--- config.mk ---
export PLATFORM = sky130hd
export DESIGN_NAME = cl_word_align
export DESIGN_NICKNAME = d
export VERILOG_FILES = /design/src/rtl/cl_word_align.sv
export SDC_FILE = /design/constraint.sdc
export NUM_CORES = 1
export LEC_CHECK = 0
export BUFFER_PORTS_ARGS = -buffer_cell sky130_fd_sc_hd__buf_4
export CELL_PAD_IN_SITES_DETAIL_PLACEMENT = 1
export CELL_PAD_IN_SITES_GLOBAL_PLACEMENT = 1
export CORE_MARGIN = 2
export CORE_UTILIZATION = 48
export CTS_CLUSTER_DIAMETER = 50
export DETAILED_ROUTE_END_ITERATION = 7
export GPL_TIMING_DRIVEN = 0
export PLACE_DENSITY_LB_ADDON = 0.1
export SYNTH_ARGS = -nofsm -noshare
export SYNTH_HDL_FRONTEND = slang
export SYNTH_SLANG_ARGS = --single-unit
--- constraint.sdc ---
create_clock -name RCLK -period 4.6 [get_ports RCLK]
set_clock_uncertainty 0.2 [all_clocks]
set_input_delay 0.69 -clock RCLK [delete_from_list [all_inputs] [get_ports RCLK]]
set_output_delay 0.69 -clock RCLK [all_outputs]
set_load 0.01 [all_outputs]
--- src/rtl/cl_word_align.sv ---
// Camera Link word aligner: finds the clock-lane rotation, confirms it, then applies the same
// rotation to every data lane.
module cl_word_align #(
  parameter int unsigned NUM_LANES   = 4,
  parameter logic [6:0]  CLK_PATTERN = 7'b1100011,
  parameter int unsigned LOCK_CNT    = 16,
  parameter int unsigned LOSS_CNT    = 4
) (
  input  logic                   RCLK,
  input  logic                   RST_N,
  input  logic [6:0]             CLK_WORD,
  input  logic [7*NUM_LANES-1:0] DATA_WORD,
  output logic [7*NUM_LANES-1:0] DATA_OUT,
  output logic [6:0]             CLK_OUT,
  output logic                   DATA_VALID,
  output logic [2:0]             OFFSET,
  output logic                   ALIGN_LOST
);

  typedef enum logic [1:0] {StSearch, StVerify, StLocked} state_e;

  localparam logic [7:0] LockCntW = 8'(LOCK_CNT);
  localparam logic [7:0] LossCntW = 8'(LOSS_CNT);

  state_e                 state_q, state_d;
  logic [2:0]             offset_q, offset_d, offset_inc;
  logic [7:0]             match_cnt_q, match_cnt_d;
  logic [7:0]             miss_cnt_q, miss_cnt_d;
  logic [6:0]             clk_prev_q;
  logic [7*NUM_LANES-1:0] data_prev_q;
  logic [6:0]             clk_win;
  logic [7*NUM_LANES-1:0] data_win;
  logic                   match;
  logic                   lost_d;

  // Bit 0 is the earliest serial bit, so the previous word sits below the current one.
  function automatic logic [6:0] win_sel(input logic [6:0] cur, input logic [6:0] prev,
                                         input logic [2:0] off);
    logic [13:0] sh;
    sh = {cur, prev} >> off;
    return sh[6:0];
  endfunction

  function automatic logic [7:0] sat_inc(input logic [7:0] c);
    return (c == 8'hff) ? c : c + 8'd1;
  endfunction

  always_comb begin
    clk_win  = win_sel(CLK_WORD, clk_prev_q, offset_q);
    data_win = '0;
    for (int n = 0; n < NUM_LANES; n++) begin
      data_win[7*n +: 7] = win_sel(DATA_WORD[7*n +: 7], data_prev_q[7*n +: 7], offset_q);
    end
  end

  assign match      = (clk_win == CLK_PATTERN);
  assign offset_inc = (offset_q == 3'd6) ? 3'd0 : offset_q + 3'd1;

  always_comb begin
    state_d     = state_q;
    offset_d    = offset_q;
    match_cnt_d = match_cnt_q;
    miss_cnt_d  = miss_cnt_q;
    lost_d      = 1'b0;
    unique case (state_q)
      StSearch: begin
        if (match) begin
          state_d     = StVerify;
          match_cnt_d = 8'd1;
        end else begin
          offset_d = offset_inc;
        end
      end
      StVerify: begin
        if (match) begin
          if (sat_inc(match_cnt_q) == LockCntW) begin
            state_d     = StLocked;
            match_cnt_d = 8'd0;
          end else begin
            match_cnt_d = sat_inc(match_cnt_q);
          end
        end else begin
          state_d     = StSearch;
          match_cnt_d = 8'd0;
          offset_d    = offset_inc;
        end
      end
      StLocked: begin
        if (match) begin
          miss_cnt_d = 8'd0;
        end else if (sat_inc(miss_cnt_q) == LossCntW) begin
          state_d    = StSearch;
          miss_cnt_d = 8'd0;
          offset_d   = offset_inc;
          lost_d     = 1'b1;
        end else begin
          miss_cnt_d = sat_inc(miss_cnt_q);
        end
      end
      default: state_d = StSearch;
    endcase
  end

  always_ff @(posedge RCLK) begin
    if (!RST_N) begin
      state_q     <= StSearch;
      offset_q    <= 3'd0;
      match_cnt_q <= 8'd0;
      miss_cnt_q  <= 8'd0;
      clk_prev_q  <= '0;
      data_prev_q <= '0;
      CLK_OUT     <= '0;
      DATA_OUT    <= '0;
      DATA_VALID  <= 1'b0;
      ALIGN_LOST  <= 1'b0;
    end else begin
      state_q     <= state_d;
      offset_q    <= offset_d;
      match_cnt_q <= match_cnt_d;
      miss_cnt_q  <= miss_cnt_d;
      clk_prev_q  <= CLK_WORD;
      data_prev_q <= DATA_WORD;
      CLK_OUT     <= clk_win;
      DATA_OUT    <= data_win;
      DATA_VALID  <= (state_d == StLocked);
      ALIGN_LOST  <= lost_d;
    end
  end

  assign OFFSET = offset_q;

endmodule
==> reports/metrics.yaml, run 1 <==
yosys.area_share.simple_pct: 17.2
crit_arrival_ns: 3.68
drc: 0
yosysSeqAreaShare_pct: 39.7
wl_per_cell_um: 19.8
synth_edf_count: 0
cts_tree: "yes"
dr_wl_met2_mm: 6.41
rsz0062_at_grt: "false"
r2r_end: "OFFSET[0]$_SDFFE_PN0P_"
hold_class: "in2reg"
relSlewSlack_pct: 14.5
drv_slew: 0
r2r_slack_ns: 1.01
post-route-min-period_ns: 3.59
synthMuxAreaShare_pct: 31.0
crit_type: "reg2reg"
synth.avg_cell_area_um2: 10.9
drt-met1-wl_mm: 5.76
crit_path_frequent_cell: "clkbuf_1"
reg2reg_from: "OFFSET[1]$_SDFFE_PN0P_"
ys_warn_count: 0
netlist.area_leader.share_pct: 39.7
hold_viol: 0
fmax_mhz: 279
dr.pass1.iters: 4
root_buffer: "clkbuf_8"
power_leakage_nw: 2.11
syn_nets: 470
ys_types: 50
clk_latency_ns: 0.38
synthFlopType: "dfxtp_1"
die_y_um: 103
diodes: 0
synth-seq-cells: 93
tightest_slew_ns: 1.25
num_vias: 3833
core_region_area_um2: 9640
cts_made_buffers: 9
synth_top_family_by_area: "multiplexers"
cts_hold_buf: 0
powerDensity_nw_per_um2: 325
path_cells: "clkbuf_1 -> clkbuf_1 -> mux4_2 -> mux2_2 -> or4b_4 -> nor3_2 -> buf_2 -> o21ai_0 -> a21oi_1"
syn_inst: 431
viasPerCell: 5.84
clock_path_buffers: 2
tns_ns: 0
io_pins: 77
stdcell_count: 656
cp.required_ns: 4.69
hpwl_mm: 9.63
nets: 557
vdd.ir_drop.worst_mv: 0.161
cp-end-kind: "register"
clk_pin_slew_ns: 0.09
crit_path_start_kind: "register"
crit_fanout: 10
drv_cap: 0
finalSetupViolations: 0
placed_cells: 640
cts_setup_buffers: 0
synth_area_um2: 4690
grt_antenna_before_repair: 0
holdPathEnd: "data_prev_q[20]$_SDFF_PN0_"
status: "finished clean"
layout-drive-gt1-share_pct: 27.7
grt_remaining_overflow: 0
max_stage_delay_ns: 0.51
rows: 36
ant_nets: 0
cts.sinks: 93
synth.area.top_cells: "dfxtp_1 40%, mux4_2 16%, mux2i_1 11%, and2_1 5.6%, nor2_1 3.4%"
synth_compound_area_share_pct: 7.82
routabilityCongestion: 0.892
async_reset_ff_share_pct: 0
dieWidth_um: 103
top_layer: "met4"
grt_max_degree: 16
start_util_pct: 48.7
wirelength_mm: 13.0
slowest_stage: "or4b_4"
crit_path_start: "OFFSET[1]$_SDFFE_PN0P_"
wl_met3_um: 611
synth_xor_area_share_pct: 0.373
grt.total_usage_pct: 26.5
areaGrowthSynthToFinish_pct: 20.0
power_mw: 1.83
period_share_pct: 78.0
hold_depth: 2
htreeDepth: 3
worstHoldStart: "DATA_WORD[20]"
io_buffers: 76
drt_iter0_markers: 197
grt_pass1_wl_mm: 21.1
synthAdderAreaFrac_pct: 0.533
post_cts_resized: 0
grt_pass1_vias: 3876
dieArea_um2: 10600
synth_area_leader_cell: "dfxtp_1"
r2r_cells: 9
[area by class of cell]
type | count | area (um^2)
plain buffers | 32 | 139
clock buffers | 11 | 141
clock inverters | 5 | 57.6
fillers | 1122 | 4010
inverters | 6 | 22.5
multi-input cells | 300 | 2670
flip-flops and latches | 93 | 1860
well taps | 133 | 166
repair buffers | 76 | 571
[kinds of logic after synthesis]
logic type / after synthesis
AO/OA/AOI/OAI: 52
XOR/XNOR: 2
adder cells (fa/ha/maj): 2
buffers and inverters: 38
flip-flops: 93
multiplexers: 94
AND/OR/NAND/NOR: 150
[layout by cell type, fill, tap and decap left out, types with 3 or more instances in the layout]
master,count
buf_1,7
a31o_2,3
a21oi_1,14
dfxtp_1,93
nor3_1,5
mux2i_1,51
nand3_1,10
inv_1,6
nor2_1,43
nand4_1,9
and3_1,6
clkbuf_1,21
mux4_2,34
a31oi_1,9
and2_1,42
o21a_1,3
mux4_1,5
buf_4,76
clkbuf_8,10
or3_1,4
mux2_2,4
o21ai_0,5
nand2_1,14
o2111ai_1,3
buf_2,3
[state kept, by name (all words and copies together) (netlist names)]
name,cells
DATA_OUT,28
OFFSET,3
miss_cnt_q,8
data_prev_q,28
DATA_VALID,1
CLK_OUT,7
ALIGN_LOST,1
clk_prev_q,7
match_cnt_q,8
state_q,2
[worst max path at each step]
stage,endpoint,slack (ns),cells after the start
after floorplan,match_cnt_q[0]$_SDFFE_PN0P_,1.48,9
after global placement,OFFSET[1]$_SDFFE_PN0P_,1.11,9
after detailed placement,OFFSET[1]$_SDFFE_PN0P_,1.10,9
after CTS,OFFSET[1]$_SDFFE_PN0P_,1.02,9
after global routing,OFFSET[0]$_SDFFE_PN0P_,0.77,9
final,OFFSET[0]$_SDFFE_PN0P_,1.01,9
[report_power, final]
part	internal, mW	switching (mW)
logic	0.202	0.188
registers	0.853	0.0201
clock network	0.269	0.297
[stage by stage]
step / setup slack, ns / instance area [um^2] / utilization [%] / hold WS [ns]
after floorplan: 1.48 / 4690 / - / 0.271
after global placement: 1.11 / 5430 / 56.3 / 0.297
after detailed placement: 1.10 / 5430 / 56.3 / 0.320
after CTS: 1.02 / 5630 / 58.4 / 0.320
after global routing: 0.775 / 5630 / 58.4 / 0.320
final: 1.01 / 5630 / 58.4 / 0.326
[layer usage]
layer	vias up	track usage [%]
met2	115	43.1
met4	0	8.91
met1	1921	36.7
met5	-	0
li1	1783	-
met3	14	3.73
[cells in the mapped netlist, drive strengths merged, types with 2 or more instances]
cell and n:
and4 2, nand4 9, o2111ai 4, o21a 3, and2 42, nor2b 2
a31oi 9, dfxtp 93, inv 6, or4b 2, mux4 39, buf 12
nor3 7, nand3 10, o31ai 2, nor2 43, mux2 4, and3 6
o21ai 5, a21oi 14, mux2i 51, o311ai 2, a31o 3, ha 2
or4 2, or2 2, clkbuf 20, or3 4, nor4 2, xnor2 2
nand2 14
[critical path, delay by kind of cell, from the launching register on]
| family | cells | cell delay, ns |
|---|---|---|
| compound gates | 2 | 0.34 |
| buf+inv | 3 | 1.08 |
| flops | 1 | 0.39 |
| mux | 2 | 0.66 |
| simple gates | 2 | 0.83 |
No activity file was read; power rests on OpenSTA's default activity.
==> inputs of run 2 (changes only) <==
Settings changed: ABC_AREA set to 1, CORE_UTILIZATION 48 to 36.
Clock period 4.6 ns to 2.9 ns, I/O delays scaled along.
==> run 2 against run 1 <==
Net effect: worst setup slack worse by 0.55 ns; wire length up 36%; register-to-register slack worse by 0.55 ns; clock power up 120%; via count up 36%; power up 86%; global-route usage down 1.9 points; non-clock buffer count up 3; sequential share of layout area down 1.9 points; final area up 6.2%; area after synthesis up 4.0%.
==> reports/metrics.yaml, run 2 <==
grt.total_usage_pct: 24.6  # -1.9 points
root_buffer: "clkbuf_16"
place_ws_ns: 0.454  # -0.647 ns
wl_per_cell_um: 17.5  # -11%
layout-drive-gt1-share_pct: 15.7  # -12 points
syn_nets: 776  # +65%
p_int_mw: 2.38  # +80%
grt_antenna_before_repair: 0  # unchanged
clk_latency_ns: 0.36  # -0.02 ns
viasPerCell: 5.21  # -11%
crit_path_start_kind: "register"
num_vias: 5227  # +36%
cts_hold_buf: 0  # unchanged
grt_remaining_overflow: 0  # unchanged
cp.required_ns: 2.92  # -1.77 ns
powerDensity_nw_per_um2: 568  # +75%
synthTopCellsByCount: "240 x nand2_1, 93 x dfxtp_1, 84 x inv_1"
cts_made_buffers: 9  # unchanged
hold_depth: 3  # +1
worstHoldStart: "DATA_WORD[9]"
holdPathEnd: "data_prev_q[9]$_SDFF_PN0_"
grt_pass1_vias: 5339  # +38%
dr.pass1.iters: 5  # +1
grtUsageMet2_pct: 42.4  # -0.68 points
cts.sinks: 93  # unchanged
areaGrowthSynthToFinish_pct: 22.5
drv_cap: 0  # unchanged
clock_path_buffers: 2  # unchanged
met3_usage_pct: 3.11  # -0.62 points
power_mw: 3.40  # +86%
async_reset_ff_share_pct: 0  # unchanged
grt_util_met1_pct: 30.3  # -6.4 points
synth_area_um2: 4880  # +4.0%
hold_viol: 0  # unchanged
dieWidth_um: 120  # +17%
fmax_mhz: 410  # +47%
dpl_cell_area_um2: 5660  # +4.3%
r2r_cells: 7  # -2
vdd.ir_drop.worst_mv: 0.272  # +69%
io_pins: 77  # unchanged
tightest_slew_ns: 0.862  # -0.388 ns
r2r_slack_ns: 0.46  # -0.55 ns
status: "finished clean"
syn_inst: 737  # +71%
ant_nets: 0  # unchanged
p_sw_share_pct: 29.9  # +2.2 points
grt_max_degree: 16  # unchanged
ys_warn_count: 0  # unchanged
yosysMostFrequentCell: "nand2_1"
synth_area_leader_cell: "dfxtp_1"
clkPwrFrac_pct: 37.4  # +6.5 points
grt_pass1_wl_mm: 27.7  # +31%
htreeDepth: 3  # unchanged
crit_type: "reg2reg"
hold_class: "in2reg"
dieArea_um2: 14500  # +37%
core_region_area_um2: 13200  # +37%
netlist.area_leader.share_pct: 38.2  # -1.5 points
largestRegisters: "DATA_OUT: 28 flops, data_prev_q: 28 flops"
final_area_um2: 5980  # +6.2%
stdcell_count: 1004  # +53%
power_leakage_nw: 2.89  # +37%
synth_edf_count: 0  # unchanged
synthFlopType: "dfxtp_1"
reg2reg_from: "OFFSET[0]$_SDFFE_PN0P_"
power.switching_mw: 1.01  # +100%
cts_setup_buffers: 0  # unchanged
rows: 42  # +17%
crit_fanout: 10  # unchanged
synth.avg_cell_area_um2: 6.62  # -39%
synth.area.top_cells: "dfxtp_1 38%, nand2_1 18%, inv_1 6.5%, nand3_1 5.1%, o21ai_0 4.9%"
drv_slew: 0  # unchanged
wirelength_mm: 17.6  # +36%
cp-end-kind: "register"
layout_commonest_cell: "nand2_1"
synth-seq-cells: 93  # unchanged
power_frac_comb_pct: 21.3  # about the same
yosysSeqAreaShare_pct: 38.2  # -1.5 points
ys_types: 42  # -16%
period_share_pct: 84.1  # +6.1 points
post_cts_resized: 0  # unchanged
tns_ns: 0  # unchanged
start_util_pct: 36.8  # -12 points
cts_tree: "yes"
top_usage_layer: "met2"
hpwl_mm: 13.0  # +35%
clk_pin_slew_ns: 0.07  # -0.02 ns
crit_arrival_ns: 2.46  # -1.22 ns
finalSetupViolations: 0  # unchanged
post-route-min-period_ns: 2.44  # -1.15 ns
drc: 0  # unchanged
seqPwrFrac_pct: 41.2  # -6.5 points
routabilityCongestion: 0.889  # -0.26%
nets: 862  # +55%
die_y_um: 120  # +17%
finalWorstSetupSlack_ns: 0.461  # -0.550 ns
io_buffers: 75  # -1.3%
rsz0062_at_grt: "false"
diodes: 0  # unchanged
layout_common_cells: "240 x nand2_1, 93 x dfxtp_1, 84 x inv_1"
relSlewSlack_pct: 42.5  # +28 points
placed_cells: 988  # +54%
drt_iter0_markers: 324  # +64%
r2r_end: "DATA_OUT[13]$_SDFF_PN0_"
==> run 2: power groups by stage <==
stage	Sequential, mW	Clock, mW	Combinational, mW
after floorplan	1.45	0	0.382
after global placement	1.43	0	0.704
after detailed placement	1.43	0	0.714
after CTS	1.40	1.29	0.719
after global routing	1.41	1.33	0.789
final	1.40	1.27	0.724
==> run 2: cell families (layout without fill, tap and decap cells) <==
group	Yosys count	in the layout	synth area share (%)
AOI/OAI and AO/OA	127	127	15.4
xor gates and xnor gates	2	2	0.359
and+or+nand+nor	380	380	33.1
muxes	8	8	1.64
DFF	93	93	38.2
buffers and inverters	125	216	10.8
adders and majority gates	2	2	0.513
==> run 2: through the flow <==
stage | hold slack, ns | utilization, %
3_3_place_gp | 0.284 | 42.7
6_report | 0.0579 | 45.1
3_5_place_dp | 0.285 | 42.7
2_1_floorplan | 0.242 | -
4_1_cts | 0.0585 | 45.1
5_1_grt | 0.0740 | 45.1
==> run 2: worst max-delay path by stage <==
stage	slack [ns]	start	depth (start not counted)	end
after floorplan	0.99	OFFSET[2]$_SDFFE_PN0P_	13	match_cnt_q[1]$_SDFFE_PN0P_
after global placement	0.47	RST_N	5	CLK_OUT[0]$_SDFF_PN0_
after detailed placement	0.45	RST_N	5	CLK_OUT[0]$_SDFF_PN0_
after CTS	0.49	OFFSET[0]$_SDFFE_PN0P_	8	DATA_OUT[13]$_SDFF_PN0_
after global routing	0.34	miss_cnt_q[1]$_SDFFE_PN0N_	14	OFFSET[0]$_SDFFE_PN0P_
final	0.46	OFFSET[0]$_SDFFE_PN0P_	7	DATA_OUT[13]$_SDFF_PN0_
==> run 2: layout make-up <==
type	count	area (um^2)
timing repair buffer	75	563
multi-input combinational	519	2490
tap	176	220
fill	1732	7270
buffer	36	191
sequential	93	1860
clock buffer	9	225
clock inverter	7	90.1
inverter	89	334
==> run 2: routing by layer <==
layer	routed length [um]	share of wire, %
met5	0	0
met4	439	2.5
met3	867	4.9
met2	8760	50
met1	7510	43
==> run 2: critical path: stages (launching register included) <==
cell and delay (ns):
dfxtp_1 0.45, buf_6 0.18, buf_6 0.15, buf_2 0.27
nand2_1 0.15, inv_1 0.32, a221oi_1 0.17, a221oi_1 0.40
==> inputs of run 3 (changes only) <==
Settings changed: ABC_AREA 1 to 0, CORE_UTILIZATION 36 to 44.
Clock period 2.9 ns to 2.55 ns, I/O delays scaled along.
==> run 3 against run 2 <==
Net effect: wire length decreased by 23%; worst hold slack got worse by 0.028 ns; utilization increased by 13 points; first-iteration DRC count decreased by 54%; largest cell class unchanged; sequential cell count unchanged; global-route usage about the same; the run now ends with setup timing left; die area decreased by 21%; via count decreased by 25%; final area increased by 0.75%; non-clock buffer count increased by 13; sequential power increased by 12%; maximum frequency decreased by 19%.
==> reports/metrics.yaml, run 3 (same netlist as run 1, synthesis figures left out) <==
largestRegisters: "DATA_OUT: 28 flops, data_prev_q: 28 flops"
hold_depth: 2  # -1
grt_max_degree: 15  # -1
root_buffer: "clkbuf_8"
wl_per_cell_um: 20.2  # +15%
post-route-min-period_ns: 3.00  # +0.557 ns
hold_viol: 0  # unchanged
fillers: 1110  # -36%
period_share_pct: 117  # +33 points
place_ws_ns: -0.654  # -1.11 ns
grt_antenna_before_repair: 0  # unchanged
clkPwrFrac_pct: 31.5  # -5.9 points
dr.pass1.iters: 4  # -1
rows: 37  # -12%
cp-end-kind: "register"
power_mw: 3.43  # +0.94%
dieWidth_um: 107  # -11%
multiInputGateArea_um2: 2830  # +13%
routabilityCongestion: 0.935  # +5.2%
wirelength_mm: 13.6  # -23%
cp_top_family: "simple AND/OR/NAND/NOR gates"
crit_fanout: 8  # -2
dieArea_um2: 11500  # -21%
slowest_stage: "or4b_4"
ant_nets: 0  # unchanged
drv_slew: 0  # unchanged
crit_arrival_ns: 3.05  # +0.59 ns
crit_path_start_kind: "register"
grt_pass1_vias: 4088  # -23%
drv_cap: 0  # unchanged
vdd.ir_drop.worst_mv: 0.358  # +32%
layout_commonest_cell: "dfxtp_1"
power_leakage_nw: 2.29  # -21%
p_sw_share_pct: 27.2  # -2.7 points
cts_hold_buf: 0  # unchanged
hold_class: "in2reg"
seq_area_um2: 1860  # about the same
tightest_slew_ns: 0.582  # -0.280 ns
clk_latency_ns: 0.36  # about the same
relSlewSlack_pct: 61.2  # +19 points
finalSetupViolations: 23  # +23
r2r_cells: 9  # +2
cp.required_ns: 2.61  # -0.31 ns
layout_common_cells: "92 x dfxtp_1, 87 x buf_4, 48 x mux2i_1"
holdWs_ns: 0.0294  # -0.0285 ns
powerDensity_nw_per_um2: 569  # +0.18%
viasPerCell: 5.80  # +11%
drc: 0  # unchanged
clock_path_buffers: 2  # unchanged
seqPwrFrac_pct: 45.9  # +4.7 points
nets: 573  # -34%
cts.sinks: 93  # unchanged
crit_type: "reg2reg"
start_util_pct: 45.4  # +8.6 points
violations: "setup timing"
grt_remaining_overflow: 0  # unchanged
clk_pin_slew_ns: 0.09  # +0.02 ns
cts_tree: "yes"
power.switching_mw: 0.931  # -8.2%
crit_buf_inv: 3  # -1
status: "finished, violations left"
core_region_area_um2: 10300  # -22%
power_frac_comb_pct: 22.7  # +1.4 points
layout-drive-gt1-share_pct: 37.0  # +21 points
max_stage_delay_ns: 0.57  # +0.12 ns
finalWorstSetupSlack_ns: -0.445  # -0.907 ns
p_int_mw: 2.50  # +4.8%
fmax_mhz: 334  # -19%
worst-path-stages: 9  # +2
cts_made_buffers: 9  # unchanged
die_y_um: 107  # -11%
grt.total_usage_pct: 24.5  # -0.041 points
io_pins: 77  # unchanged
path_cells: "buf_8 -> buf_12 -> mux4_2 -> mux2_4 -> or4b_4 -> or3_4 -> buf_4 -> a21oi_2 -> nor2_1"
diodes: 0  # unchanged
grt_pass1_wl_mm: 21.7  # -22%
num_vias: 3912  # -25%
htreeDepth: 3  # unchanged
rsz0062_at_grt: "true"
drt_iter0_markers: 150  # -54%
hpwl_mm: 9.55  # -26%
areaGrowthSynthToFinish_pct: 28.4
io_buffers: 76  # +1.3%
run 3: cell type report:
| type | count | share of cell area [%] |
|---|---|---|
| multi-input combinational | 300 | 46.9 |
| sequential | 93 | 30.9 |
| timing repair buffer | 94 | 12.6 |
| buffer | 30 | 2.93 |
| tap | 136 | 2.83 |
| clock buffer | 11 | 2.18 |
| clock inverter | 4 | 1.23 |
| inverter | 6 | 0.374 |
run 3: worst paths after layout:
check,to,slack (ns),start
min reg2reg,miss_cnt_q[4]$_SDFFE_PN0N_,0.35,miss_cnt_q[4]$_SDFFE_PN0N_
min,data_prev_q[6]$_SDFF_PN0_,0.03,DATA_WORD[6]
max reg2reg,miss_cnt_q[3]$_SDFFE_PN0N_,-0.45,OFFSET[0]$_SDFFE_PN0P_
max,miss_cnt_q[3]$_SDFFE_PN0N_,-0.45,OFFSET[0]$_SDFFE_PN0P_
run 3: through the flow:
stage | util (%) | setup TNS (ns) | std cells | area, um^2
4_1_cts | 57.4 | -7.75 | 673 | 5920
3_3_place_gp | 52.8 | -13.75 | 643 | 5450
6_report | 58.3 | -8.75 | 674 | 6020
5_1_grt | 58.3 | -10.87 | 674 | 6020
3_5_place_dp | 52.8 | -15.65 | 643 | 5450
2_1_floorplan | - | -5.75 | 431 | 4710
run 3: worst register-to-register path: stages (launching register included):
cell	delay (ns)
dfxtp_2	0.35
buf_8	0.14
buf_12	0.11
mux4_2	0.47
mux2_4	0.28
or4b_4	0.57
or3_4	0.41
buf_4	0.16
a21oi_2	0.13
nor2_1	0.06
run 3: power groups by stage:
stage / clock, mW / sequential [mW] / combinational (mW)
after global placement: 0 / 1.60 / 0.686
after global routing: 1.15 / 1.58 / 0.835
after detailed placement: 0 / 1.61 / 0.702
final: 1.08 / 1.57 / 0.777
after CTS: 1.10 / 1.57 / 0.760
after floorplan: 0 / 1.63 / 0.419
run 3: per-layer routing:
layer / global-route usage, % / vias to the layer above / wire length (um)
li1: - / 1815 / -
met1: 32.0 / 1969 / 5950
met2: 41.1 / 107 / 6720
met3: 4.12 / 21 / 658
met4: 8.91 / 0 / 259
met5: 0 / - / 0
run 3: timing repair:
| action | 4_1_cts | 5_1_grt |
|---|---|---|
| buffers inserted | 15 | 3 |
| setup endpoints to repair | 51 | 50 |
| pin swaps | 14 | 7 |
| resized for setup | 43 | 33 |
